==> src/rtl/rvfi_consistency_monitor.sv <==
// RVFI retirement consistency monitor: order, PC continuity, x0, shadow read-back and mask legality checks.
// Latency: err_* and retire_count update one cycle after the sampled retirement; no backpressure, every rvfi_valid is consumed.
// Optional shadow register file with RS1/RS2 read-back checks is built when RVFI_MON_SHADOW_EN is defined.
module rvfi_consistency_monitor #(
    parameter bit          STOP_ON_ERROR  = 1'b1,
    parameter bit          CHECK_RESET_PC = 1'b0,
    parameter logic [31:0] RESET_PC       = 32'h8000_0000
) (
    input  logic        clock,
    input  logic        reset,
    input  logic        rvfi_valid,
    input  logic [63:0] rvfi_order,
    input  logic        rvfi_trap,
    input  logic        rvfi_halt,
    input  logic        rvfi_intr,
    input  logic [4:0]  rvfi_rs1_addr,
    input  logic [4:0]  rvfi_rs2_addr,
    input  logic [31:0] rvfi_rs1_rdata,
    input  logic [31:0] rvfi_rs2_rdata,
    input  logic [4:0]  rvfi_rd_addr,
    input  logic [31:0] rvfi_rd_wdata,
    input  logic [31:0] rvfi_pc_rdata,
    input  logic [31:0] rvfi_pc_wdata,
    input  logic [31:0] rvfi_mem_addr,
    input  logic [3:0]  rvfi_mem_rmask,
    input  logic [3:0]  rvfi_mem_wmask,
    output logic [63:0] retire_count,
    output logic        err_valid,
    output logic [2:0]  err_code,
    output logic [63:0] err_order,
    output logic [31:0] err_pc,
    output logic        err_flag,
    output logic        halted
);

    typedef enum logic [1:0] {
        WAIT_FIRST = 2'd0,
        RUN        = 2'd1,
        HALTED     = 2'd2,
        FAILED     = 2'd3
    } state_t;

    localparam logic [2:0] ERR_NONE       = 3'd0;
    localparam logic [2:0] ERR_ORDER      = 3'd1;
    localparam logic [2:0] ERR_PC         = 3'd2;
    localparam logic [2:0] ERR_X0         = 3'd3;
    localparam logic [2:0] ERR_RS1        = 3'd4;
    localparam logic [2:0] ERR_RS2        = 3'd5;
    localparam logic [2:0] ERR_MASK       = 3'd6;
    localparam logic [2:0] ERR_AFTER_HALT = 3'd7;

    state_t      state;
    state_t      state_nxt;
    logic [63:0] prev_order;
    logic [31:0] prev_pc_wdata;

    logic        active;
    logic        first;
    logic        in_run;
    logic        in_halted;

    logic        ord_bad;
    logic        pc_bad;
    logic        x0_bad;
    logic        rs1_bad;
    logic        rs2_bad;
    logic        mask_bad;
    logic [2:0]  err_code_sel;
    logic        err_hit;

    function automatic logic mask_legal(input logic [3:0] mask, input logic [1:0] lsb);
        case (mask)
            4'h0, 4'h1, 4'h2, 4'h4, 4'h8: mask_legal = 1'b1;
            4'h3:                         mask_legal = ~lsb[0];
            4'hC:                         mask_legal = (lsb == 2'd2);
            4'hF:                         mask_legal = (lsb == 2'd0);
            default:                      mask_legal = 1'b0;
        endcase
    endfunction

    always_ff @(posedge clock or posedge reset) begin
        if (reset) begin
            state <= WAIT_FIRST;
        end else begin
            state <= state_nxt;
        end
    end

    always_comb begin
        state_nxt = state;
        case (state)
            WAIT_FIRST: if (rvfi_valid) state_nxt = rvfi_halt ? HALTED : RUN;
            RUN:        if (rvfi_valid && rvfi_halt) state_nxt = HALTED;
            default:    state_nxt = state;
        endcase
        if (STOP_ON_ERROR && err_hit) begin
            state_nxt = FAILED;
        end
    end

    // FAILED decodes to no activity, which freezes every counter and register below.
    always_comb begin
        active    = 1'b0;
        first     = 1'b0;
        in_run    = 1'b0;
        in_halted = 1'b0;
        case (state)
            WAIT_FIRST: begin
                active = rvfi_valid;
                first  = 1'b1;
            end
            RUN: begin
                active = rvfi_valid;
                in_run = 1'b1;
            end
            HALTED: begin
                active    = rvfi_valid;
                in_halted = 1'b1;
            end
            default: active = 1'b0;
        endcase
    end

    always_comb begin
        ord_bad  = first ? (rvfi_order != 64'd0) : (rvfi_order != prev_order + 64'd1);
        pc_bad   = (in_run && !rvfi_intr && (rvfi_pc_rdata != prev_pc_wdata)) ||
                   (CHECK_RESET_PC && first && (rvfi_pc_rdata != RESET_PC));
        x0_bad   = ((rvfi_rd_addr  == 5'd0) && (rvfi_rd_wdata  != 32'd0)) ||
                   ((rvfi_rs1_addr == 5'd0) && (rvfi_rs1_rdata != 32'd0)) ||
                   ((rvfi_rs2_addr == 5'd0) && (rvfi_rs2_rdata != 32'd0));
        mask_bad = !mask_legal(rvfi_mem_rmask, rvfi_mem_addr[1:0]) ||
                   !mask_legal(rvfi_mem_wmask, rvfi_mem_addr[1:0]);
    end

    // Lowest code wins when one retirement breaks several rules.
    always_comb begin
        err_code_sel = ERR_NONE;
        if (ord_bad)        err_code_sel = ERR_ORDER;
        else if (pc_bad)    err_code_sel = ERR_PC;
        else if (x0_bad)    err_code_sel = ERR_X0;
        else if (rs1_bad)   err_code_sel = ERR_RS1;
        else if (rs2_bad)   err_code_sel = ERR_RS2;
        else if (mask_bad)  err_code_sel = ERR_MASK;
        else if (in_halted) err_code_sel = ERR_AFTER_HALT;
    end

    assign err_hit = active && (err_code_sel != ERR_NONE);

`ifdef RVFI_MON_SHADOW_EN
    logic [31:0] shadow [1:31];
    logic [31:1] shadow_vld;
    logic        rs1_live;
    logic        rs2_live;
    logic        rs1_adopt;
    logic        rs2_adopt;
    logic        rd_wr;

    assign rs1_live  = (rvfi_rs1_addr != 5'd0);
    assign rs2_live  = (rvfi_rs2_addr != 5'd0);
    assign rs1_bad   = rs1_live && shadow_vld[rvfi_rs1_addr] && (shadow[rvfi_rs1_addr] != rvfi_rs1_rdata);
    assign rs2_bad   = rs2_live && shadow_vld[rvfi_rs2_addr] && (shadow[rvfi_rs2_addr] != rvfi_rs2_rdata);
    assign rs1_adopt = active && rs1_live && !shadow_vld[rvfi_rs1_addr];
    assign rs2_adopt = active && rs2_live && !shadow_vld[rvfi_rs2_addr];
    assign rd_wr     = active && !rvfi_trap && (rvfi_rd_addr != 5'd0);

    always_ff @(posedge clock or posedge reset) begin
        if (reset) begin
            shadow_vld <= '0;
        end else begin
            if (rs1_adopt) shadow_vld[rvfi_rs1_addr] <= 1'b1;
            if (rs2_adopt) shadow_vld[rvfi_rs2_addr] <= 1'b1;
            if (rd_wr)     shadow_vld[rvfi_rd_addr]  <= 1'b1;
        end
    end

    // Later writes take precedence: the retiring rd value is the newest architectural state.
    always_ff @(posedge clock) begin
        if (rs1_adopt) shadow[rvfi_rs1_addr] <= rvfi_rs1_rdata;
        if (rs2_adopt) shadow[rvfi_rs2_addr] <= rvfi_rs2_rdata;
        if (rd_wr)     shadow[rvfi_rd_addr]  <= rvfi_rd_wdata;
    end
`else
    assign rs1_bad = 1'b0;
    assign rs2_bad = 1'b0;
`endif

    logic unused_bits;
    assign unused_bits = ^{rvfi_trap, rvfi_mem_addr[31:2]};

    always_ff @(posedge clock or posedge reset) begin
        if (reset) begin
            retire_count  <= 64'd0;
            err_valid     <= 1'b0;
            err_code      <= 3'd0;
            err_order     <= 64'd0;
            err_pc        <= 32'd0;
            err_flag      <= 1'b0;
            halted        <= 1'b0;
            prev_order    <= 64'd0;
            prev_pc_wdata <= 32'd0;
        end else begin
            err_valid <= err_hit;
            if (active) begin
                retire_count  <= retire_count + 64'd1;
                prev_order    <= rvfi_order;
                prev_pc_wdata <= rvfi_pc_wdata;
                if (rvfi_halt) begin
                    halted <= 1'b1;
                end
            end
            if (err_hit) begin
                err_code  <= err_code_sel;
                err_order <= rvfi_order;
                err_pc    <= rvfi_pc_rdata;
                err_flag  <= 1'b1;
            end
        end
    end

endmodule

==> config.mk <==
export PLATFORM = sky130hd
export DESIGN_NAME = rvfi_consistency_monitor
export DESIGN_NICKNAME = d
export VERILOG_FILES = /design/src/rtl/rvfi_consistency_monitor.sv
export SDC_FILE = /design/constraint.sdc
export NUM_CORES = 1
export LEC_CHECK = 0
export ABC_AREA = 1
export BUFFER_PORTS_ARGS = -buffer_cell sky130_fd_sc_hd__buf_4
export CORE_AREA = 2 2 175 177
export DETAILED_ROUTE_END_ITERATION = 10
export DIE_AREA = 0 0 177 179
export PLACE_DENSITY = 0.77
export SLEW_MARGIN = 20
export SYNTH_ARGS = -nofsm -noshare
export SYNTH_HDL_FRONTEND = slang
export SYNTH_SLANG_ARGS = --single-unit
export TNS_END_PERCENT = 10
==> constraint.sdc <==
create_clock -name clock -period 9.59 [get_ports clock]
set_input_delay 1.4385 -clock clock [delete_from_list [all_inputs] [get_ports clock]]
set_output_delay 1.4385 -clock clock [all_outputs]
set_load 0.02 [all_outputs]
Yosys cells after proc, flatten, opt, wreduce, memory -nomap -nowiden

Cells that the tools add are included.

Logic and storage cells: 82
Output and inout port bits: 166
Bits in registers: 264

Add/sub/neg operators: 2
Reduce and logical (&&, ||, !) cells: 31
Bitwise logic cells: 1
Equal/unequal tests: 21
Mux-type cells: 17

Operators by type and width:

| kind                    | number |
|---|---|
| $add A64 B1 Y64 const B | 2 |
| $reduce_bool A32 Y1     | 3 |
| $ne A64 B64 Y1          | 1 |
| $reduce_bool A64 Y1     | 1 |
| $ne A32 B32 Y1          | 1 |
| $eq A4 B4 Y1 const B    | 6 |
| $eq A4 B2 Y1 const B    | 4 |
| $logic_not A5 Y1        | 3 |
| $mux W3                 | 5 |
| $reduce_or A5 Y1        | 2 |
| $eq A4 B1 Y1 const B    | 2 |
| $eq A4 B3 Y1 const B    | 2 |
| $logic_not A4 Y1        | 2 |
| $mux W2                 | 4 |
| $pmux W1 S4             | 2 |
| $logic_and A1 B1 Y1     | 7 |
| $ne A3 B3 Y1 const B    | 2 |
| $reduce_bool A3 Y1      | 2 |
| $mux W1                 | 5 |
| $eq A2 B2 Y1 const B    | 2 |
| $logic_not A2 Y1        | 2 |
| $pmux W2 S2             | 1 |
| $logic_not A1 Y1        | 3 |
| $logic_or A1 B1 Y1      | 3 |
| 5 further kinds         | 5 |

Longest topological paths before layout

Gate-level depths: netlist of run 1.

Depth in word-level cells: 13
Gate-level depth with buffers: 25

Worst setup path before layout of run 1

Ideal clock, no wire load.

Kind: in2reg
From: input port rvfi_valid
To: register retire_count[56]
Cell stages on the path: 12
Slack: 6.281 ns
Arrival time: 3.186 ns
Path buffers: 0
Path through: nand2_1 -> inv_1 -> nand3_1 -> nor2_1 -> nand2_1 -> nor2_2 -> nand4_1 -> nor3_1 -> nand3_1 -> inv_1 -> nand3_1 -> xor2_1

Longest elaborated chain between the ends: 1

Ends and longest elaborated chain:

| what                   | line | source |
|---|---|---|
| start: declaration     | 11   | `input logic rvfi_valid,` |
| $mux W1                | 107  | `case (state)` |
| end signal: assignment | 204  | `retire_count <= retire_count + 64'd1;` |
| end: declaration       | 27   | `output logic [63:0] retire_count,` |

Every way passes these cells.
A chain may end at the register's enable or synchronous reset.

Worst setup path in the final report of run 1

From: input port rvfi_rs2_rdata[5]
To: register state[0]

Longest elaborated chain between the ends: 10

Ends and longest elaborated chain:

| what                                                                | line | source |
|---|---|---|
| start: declaration                                                  | 19   | `input logic [31:0] rvfi_rs2_rdata,` |
| $reduce_bool A32 Y1 *                                               | 130  | `((rvfi_rs2_addr == 5'd0) && (rvfi_rs2_rdata != 32'd0));` |
| $logic_and A1 B1 Y1 *                                               | 130  |  |
| $logic_or A1 B1 Y1 *                                                | 129  | `((rvfi_rs1_addr == 5'd0) && (rvfi_rs1_rdata != 32'd0)) \|\|` |
| $mux W3 *                                                           | 140  | `else if (x0_bad) err_code_sel = ERR_X0;` |
| $mux W3 *                                                           | 139  | `else if (pc_bad) err_code_sel = ERR_PC;` |
| $mux W3 *                                                           | 138  | `if (ord_bad) err_code_sel = ERR_ORDER;` |
| $reduce_bool A3 Y1 *                                                | 147  | `assign err_hit = active && (err_code_sel != ERR_NONE);` |
| $logic_and A1 B1 Y1 *                                               | 147  |  |
| $ne A3 B3 Y1 (no line) / $reduce_bool A3 Y1 (equally long branches) | --   |  |
| $reduce_and A3 Y1 (no line)                                         | --   |  |
| end signal: assignment                                              | 85   | `state <= state_nxt;` |
| end: declaration                                                    | 52   | `state_t state;` |

Every way passes the cells marked *; elsewhere a longest branch is shown, timed or not.

==> results of run 1 <==
stage by stage:
step                cells  hold WS [ps]  worst slack (ps)  power [W]
detailed placement   2700           464              4290    0.00379
global placement     2700           458              4400    0.00374
global route         2751           496              4410    0.00532
floorplan            1923           463               883    0.00301
CTS                  2751           478              4850    0.00502
finish               2752           470              4940    0.00500
worst register-to-register path: cells and delay by family (launching register included):
kind | cells | cell delay (ps)
AO/OA/AOI/OAI | 1 | 80
buffers and inverters | 2 | 1010
XOR/XNOR | 1 | 170
flip-flops | 1 | 420
adder cells (fa/ha/maj) | 1 | 220
AND/OR/NAND/NOR | 15 | 2580
state kept, by name (all words and copies together) (netlist names):
signal	cells
state	2
err_flag	1
err_code	3
err_pc	32
err_order	64
err_valid	1
retire_count	64
halted	1
prev_order	64
prev_pc_wdata	32
cell usage in the layout, fill, tap and decap left out, drive strengths merged, types with 36 or more instances in the layout:
master and count:
nand3 63, xor2 90, inv 195, dfrtp 264, nor3 37, nor4 45
clkbuf 36, nand2 682, xnor2 61, o21ai 148, nor2 196, buf 425
nand4 50
power breakdown:
part	switching (W)	internal, W	leakage [nW]	total (W)
Sequential	0.000368	0.00152	3.24	0.00188
Combinational	0.00116	0.000749	5.89	0.00191
Clock	0.000482	0.000722	0.503	0.00120
layout make-up:
class	count	area [um^2]
multi-input combinational	1421	6930
timing repair buffer	425	3190
sequential	264	6610
fill	2587	11000
inverter	194	736
clock buffer	36	792
tap	396	495
antenna	1	2.50
clock inverter	15	229
how the worst max path moves through the flow:
stage / cells after the start / to
floorplan: 1 / err_code[0]
global placement: 12 / state[0]
detailed placement: 12 / state[1]
CTS: 12 / state[1]
global route: 20 / state[1]
finish: 12 / state[0]
metal layers:
metal / vias up / part of all wire (%) / wire length [um]
met5: - / 0.060 / 29
met4: 4 / 3.3 / 1600
met3: 99 / 7.5 / 3600
met2: 510 / 48 / 22900
met1: 6672 / 42 / 20000
li1: 6923 / - / -
kinds of logic after synthesis:
logic type,after synthesis,share of synthesized area [%]
flip-flops,264,45.6
buffers and inverters,238,6.70
adder cells (fa/ha/maj),2,0.173
AO/OA/AOI/OAI,173,6.33
AND/OR/NAND/NOR,1095,32.1
XOR/XNOR,151,9.12
==> reports/qor.txt, run 1 <==
Outcome = finished, final reports clean
Post-Syn Nets = 2210
Rows = 64
Via count = 14200
Number of cells on the worst hold path = 1
LEAKAGE = 9.64 nW
Max Slew Vio Count = 0
Clk buf depth = 3
Die Wd = 177 um
Post-synth EDFFs = 0
Reg clk slew, reported paths = 60 ps
Main area contributors after synthesis = dfrtp_1 46%, nand2_1 17%, xor2_1 5.4%
CP startpoint = rvfi_rs2_rdata[5]
Drt wl/cell = 17.5 um
Starting Density = 48.3%
R2R setup slack = 4970 ps
Placed cell areas = 0.0180 mm^2
GR Util met2 = 50.2%
Sink Count = 264
Ys async rst share = 100%
GRT Util Overall = 30.1%
H-tree Lvls = 1
DR vias/cell = 5.16
Vias in the first global route = 13800
Critical path endpoint category = flip-flop
CORE AREA = 0.0300 mm^2
Setup TNS = 0 ps
Synthesized flop and latch total = 264
Design Area, Final = 0.0190 mm^2
RSZ-0062 raised after global routing = false
GPL Wtd Cong = 0.946
Hold-fix buffers, CTS = 0
Worst endpoint required time = 10040 ps
Clock root cell = clkbuf_16
Antenna viol nets, final = 0
Slew @ Worst Pin = 1060 ps
# IOs = 451
Final Net Count = 2622
Final Util = 63.2%
RR Startpoint = prev_order[0]
Synth top cells by count = 672 x nand2_1, 264 x dfrtp_1, 192 x inv_1
Fraction of layout cells with a size suffix above 1 = 21.7%
Critical Setup Path Class = in -> reg
Top_reg_cell synth = dfrtp_1
Slowest stage delay, CP = 860 ps
Post-CTS sizing = 0
CP top delay family = simple AND/OR/NAND/NOR gates
Met3 Usage GRT = 6.83%
Routed WL = 48100 um
DRC = 0
Worst-path maximum fanout = 103
Min-Delay Path Class = reg -> reg
Die ar. = 0.0317 mm^2
Hold Crit Start = halted
Slowest cell on the critical path = buf_4
Max-cap viol count = 0
Drt initial violations = 1066
CTS tree = yes
Hpwl dp = 37500 um
Post-synthesis sequential area ratio = 45.6%
Synth area leader = dfrtp_1
Most frequent cell after synthesis = nand2_1
Crit path DAT = 5100 ps
Initial antenna violation count = 2
CP cell instances = buf_4, nor4_1, nand4_1, o211ai_1, nand3_1, nor3_1, nand3_1, nand2_4, buf_4, nand2_1, nand3_1, nand2_1
Final Hold Viols = 0
Clock latency on the worst-skew pair = 580 ps
Top Usage Layer GRT = met2
CP Buf/Inv Count = 2
CTS Buf Count = 29
Die H = 179 um
Most used cell, CP = nand3_1
First-pass GRT wire length = 74500 um
Top cell type's share of synthesized area = 45.6%
Final Skew = 15.1 ps
Min-Delay Endpoint = halted
Slew HR = 29.6%
CP Launch Type = input port
Max Freq = 215 MHz
Cells after Synth = 1923
Setup violators final = 0
P per Cell Area = 263 mW/mm^2
Pin count of the biggest net entering global routing = 129
Grt ovf = 0
R2R depth = 20
VDD IR max = 0.000185 V
Routing usage on met1 = 38.9%
Synth Warn # = 0
Number of I/O port buffers = 419
Final period util = 48.5%
Area grow syn2layout = 31.0%
Cell Area, Synth = 0.0145 mm^2
Minimum clock period = 4650 ps
Avg Inst Size Synth = 7.54 um^2
FF-to-FF End = state[0]
Netlist cell types = 36
First-pass DRT Iterations = 5
Post-CTS Setup Inserts = 0
(Power assumes the default switching activity.)
==> inputs of run 2 (changes only) <==
- ABC_AREA: 1 -> 0
- CORE_AREA: 2 2 175 177 -> 2 2 176 178
- DIE_AREA: 0 0 177 179 -> 0 0 178 180
- PLACE_DENSITY: 0.77 -> 0.76
- clock period: 9.59 -> 4.2 ns (I/O delays scaled with it)
==> run 2 against run 1 <==
- die area grew 1.1%
- cell area is 2.2% lower
- global-route usage shrank 3.4 points
- sequential power is 62% higher
- utilization is 1.7 points lower
- register-to-register slack lost 4800 ps
- sequential share of layout area increased by 0.80 points
- worst setup slack got worse by 4800 ps
- synthesized cell count is 28% lower
- largest cell class unchanged
==> reports/qor.txt, run 2 <==
Initial antenna violation count = 2 (unchanged)
Largest family of logic cells by synthesized area = simple AND/OR/NAND/NOR gates (unchanged)
Post-Syn Nets = 1672 (was 2210)
Slew @ Worst Pin = 832 ps (was 1060 ps)
Min-Delay Path Class = in -> async (was reg -> reg)
CP startpoint = prev_order[8] (was rvfi_rs2_rdata[5])
Via count = 12200 (was 14200)
Setup crit end = err_order[28] (was state[0])
Worst endpoint required time = 4640 ps (was 10040 ps)
Synthesized flop and latch total = 264 (unchanged)
Crit path DAT = 4490 ps (was 5100 ps)
Die ar. = 0.0320 mm^2 (was 0.0317 mm^2)
R2R setup slack = 150 ps (was 4970 ps)
Post-synth EDFFs = 0 (unchanged)
Top_reg_cell synth = dfrtp_1 (unchanged)
First-pass GRT wire length = 68100 um (was 74500 um)
Post-Synth Simple-Gate Area = 24.6% (was 32.1%)
Seq. cell area = 0.00661 mm^2 (about the same)
GRT Util Overall = 26.7% (was 30.1%)
Ys async rst share = 100% (unchanged)
Reg clk slew, reported paths = 60 ps (about the same)
Post-synthesis compound-gate area fraction = 3.80% (was 6.33%)
Netlist cell types = 60 (was 36)
Die Wd = 178 um (was 177 um)
Placed cell areas = 0.0175 mm^2 (was 0.0180 mm^2)
Avg Inst Size Synth = 9.87 um^2 (was 7.54 um^2)
Clock root cell = clkbuf_16 (unchanged)
Synth area leader = dfrtp_1 (unchanged)
Largest registers = err_order x64, prev_order x64, retire_count x64 (unchanged)
Outcome = finished, final reports clean (unchanged)
Area grow syn2layout = 35.8% (was 31.0%)
DR vias/cell = 5.41 (was 5.16)
Final period util = 96.5%
Pin count of the biggest net entering global routing = 148 (was 129)
Tot Pwr = 0.00691 W (was 0.00500 W)
Fill cells = 2520 (was 2587)
Slew HR = 44.5% (was 29.6%)
VDD IR max = 0.000287 V (was 0.000185 V)
Critical Setup Path Class = reg -> reg (was in -> reg)
Drt wl/cell = 19.3 um (was 17.5 um)
Drt initial violations = 864 (was 1066)
Most common cell after layout, fill and taps aside = buf_4 (was nand2_1)
Antenna viol nets, final = 0 (unchanged)
Synth top cells by count = 345 x nand2_1, 264 x dfrtp_1, 139 x xnor2_1 (was 672 x nand2_1, 264 x dfrtp_1, 192 x inv_1)
First-pass DRT Iterations = 5 (unchanged)
Cell Area, Synth = 0.0137 mm^2 (was 0.0145 mm^2)
Multi-input logic area = 0.00685 mm^2 (was 0.00693 mm^2)
# IOs = 451 (unchanged)
Commonest non-fill, non-tap cells in the layout = 453 x buf_4, 344 x nand2_1, 263 x dfrtp_1, 139 x xnor2_1, 66 x nand4_1 (was 671 x nand2_1, 424 x buf_4, 264 x dfrtp_1, 191 x inv_1, 181 x nor2_1)
Max Freq = 247 MHz
Worst-path maximum fanout = 18 (was 103)
FF-to-FF End = err_order[28] (was state[0])
Synthesized-area fraction occupied by adder cells = 0.256% (was 0.173%)
Most frequent cell after synthesis = nand2_1 (unchanged)
Critical path endpoint category = flip-flop (unchanged)
Starting Density = 45.3% (was 48.3%)
CTS tree = yes (unchanged)
H-tree Lvls = 1 (unchanged)
Synth Area in XOR/XNOR = 11.9% (was 9.12%)
Final Net Count = 2122 (was 2622)
Setup violators final = 0 (unchanged)
LEAKAGE = 8.76 nW (was 9.64 nW)
Top cell type's share of synthesized area = 48.3% (was 45.6%)
Die H = 180 um (was 179 um)
Max Slew Vio Count = 0 (unchanged)
Rows = 64 (unchanged)
CTS Buf Count = 29 (unchanged)
Post-synthesis sequential area ratio = 48.3% (was 45.6%)
Vias in the first global route = 12400 (was 13800)
GPL Wtd Cong = 0.944 (was 0.946)
Fraction of layout cells with a size suffix above 1 = 34.3% (was 21.7%)
Main area contributors after synthesis = dfrtp_1 48%, nand2_1 9.5%, xnor2_1 8.9% (was dfrtp_1 46%, nand2_1 17%, xor2_1 5.4%)
P per Cell Area = 372 mW/mm^2 (was 263 mW/mm^2)
Cells after Synth = 1385 (was 1923)
CP Launch Type = flip-flop (was input port)
CORE AREA = 0.0302 mm^2 (was 0.0300 mm^2)
Final Skew = 10.0 ps (was 15.1 ps)
Design Area, Final = 0.0186 mm^2 (was 0.0190 mm^2)
DRC = 0 (unchanged)
Clk buf depth = 3 (unchanged)
R2R depth = 13 (was 20)
Clock latency on the worst-skew pair = 560 ps (was 580 ps)
Synth Warn # = 0 (unchanged)
RR Startpoint = prev_order[8] (was prev_order[0])
Sink Count = 264 (unchanged)
Min Hold Slack = 254 ps (was 470 ps)
Routed WL = 43500 um (was 48100 um)
Hpwl dp = 33000 um (was 37500 um)
Final Hold Viols = 0 (unchanged)
Number of I/O port buffers = 419 (unchanged)
Minimum clock period = 4050 ps
Max-cap viol count = 0 (unchanged)
Grt ovf = 0 (unchanged)
Post-synthesis mux area share = 9.20% (was 0%)
==> run 2: cell types whose count changed in the layout (fill, tap and decap cells not counted), sizes merged, moves of 78 or more <==
cell,delta
nand2,-337
mux2,+96
o21ai,-126
inv,-180
nor2,-149
xnor2,+78
==> run 2: area by class of cell <==
cell class | instances | area share (%)
clock inverters | 13 | 0.768
repair buffers | 464 | 19.4
multi-input cells | 1062 | 36.9
diodes | 1 | 0.0135
inverters | 14 | 0.317
well taps | 396 | 2.67
flip-flops and latches | 264 | 35.6
clock buffers | 39 | 4.33
==> run 2: per-layer routing <==
layer,up-vias,global-route usage [%],wire [um]
met5,-,0,0
met4,0,7.70,1120
met3,70,4.06,2660
met2,440,45.2,21300
met1,5952,35.4,18400
li1,5729,-,-
==> run 2: worst min-delay path by stage <==
| stage | start | endpoint | slack (ps) |
|---|---|---|---|
| after floorplan | prev_order[63] | prev_order[63] | 470 |
| after global placement | halted | halted | 440 |
| after detailed placement | err_flag | err_flag | 460 |
| after CTS | rvfi_pc_wdata[4] | prev_pc_wdata[4] | 230 |
| after global routing | rvfi_pc_wdata[7] | prev_pc_wdata[7] | 240 |
| final | reset | err_order[8] | 250 |
==> run 2: kinds of logic after synthesis <==
kind of cell	after synthesis
adders and majority gates	3
and+or+nand+nor	693
DFF	264
muxes	99
AOI/OAI and AO/OA	81
xor gates and xnor gates	186
buffers and inverters	59
==> run 2: worst max-delay path, stage by stage, from the launching register on <==
cell and delay, ps:
dfrtp_1 460, nand3_2 150, buf_4 180, or3_1 490, nor2_1 170, xnor2_1 70
or4_1 500, a2111oi_2 330, nand4_1 280, o31a_1 380, o21ai_4 230, buf_12 160
buf_12 160, mux2_2 350
==> run 2: timing repair <==
item | in CTS | in global routing
hold buffers | 0 | 0
gates resized for setup | 0 | 14
hold endpoints to repair | 0 | 0
setup buffers | 0 | 4
setup endpoints to repair | 0 | 96
==> run 2: report_power, final <==
group | internal, W | switching (W) | total, W
logic | 0.000673 | 0.000671 | 0.00134
registers | 0.00279 | 0.000248 | 0.00304
clock network | 0.00147 | 0.00105 | 0.00252
==> run 2: through the flow <==
stage	TNS, ps	worst slack, ps	utilization [%]	cells
floorplan	0	86.5	-	1385
global placement	0	198	57.9	2195
detailed placement	0	129	57.9	2195
CTS	0	101	61.1	2247
global route	-16.7	-6.64	61.5	2253
finish	0	147	61.5	2253
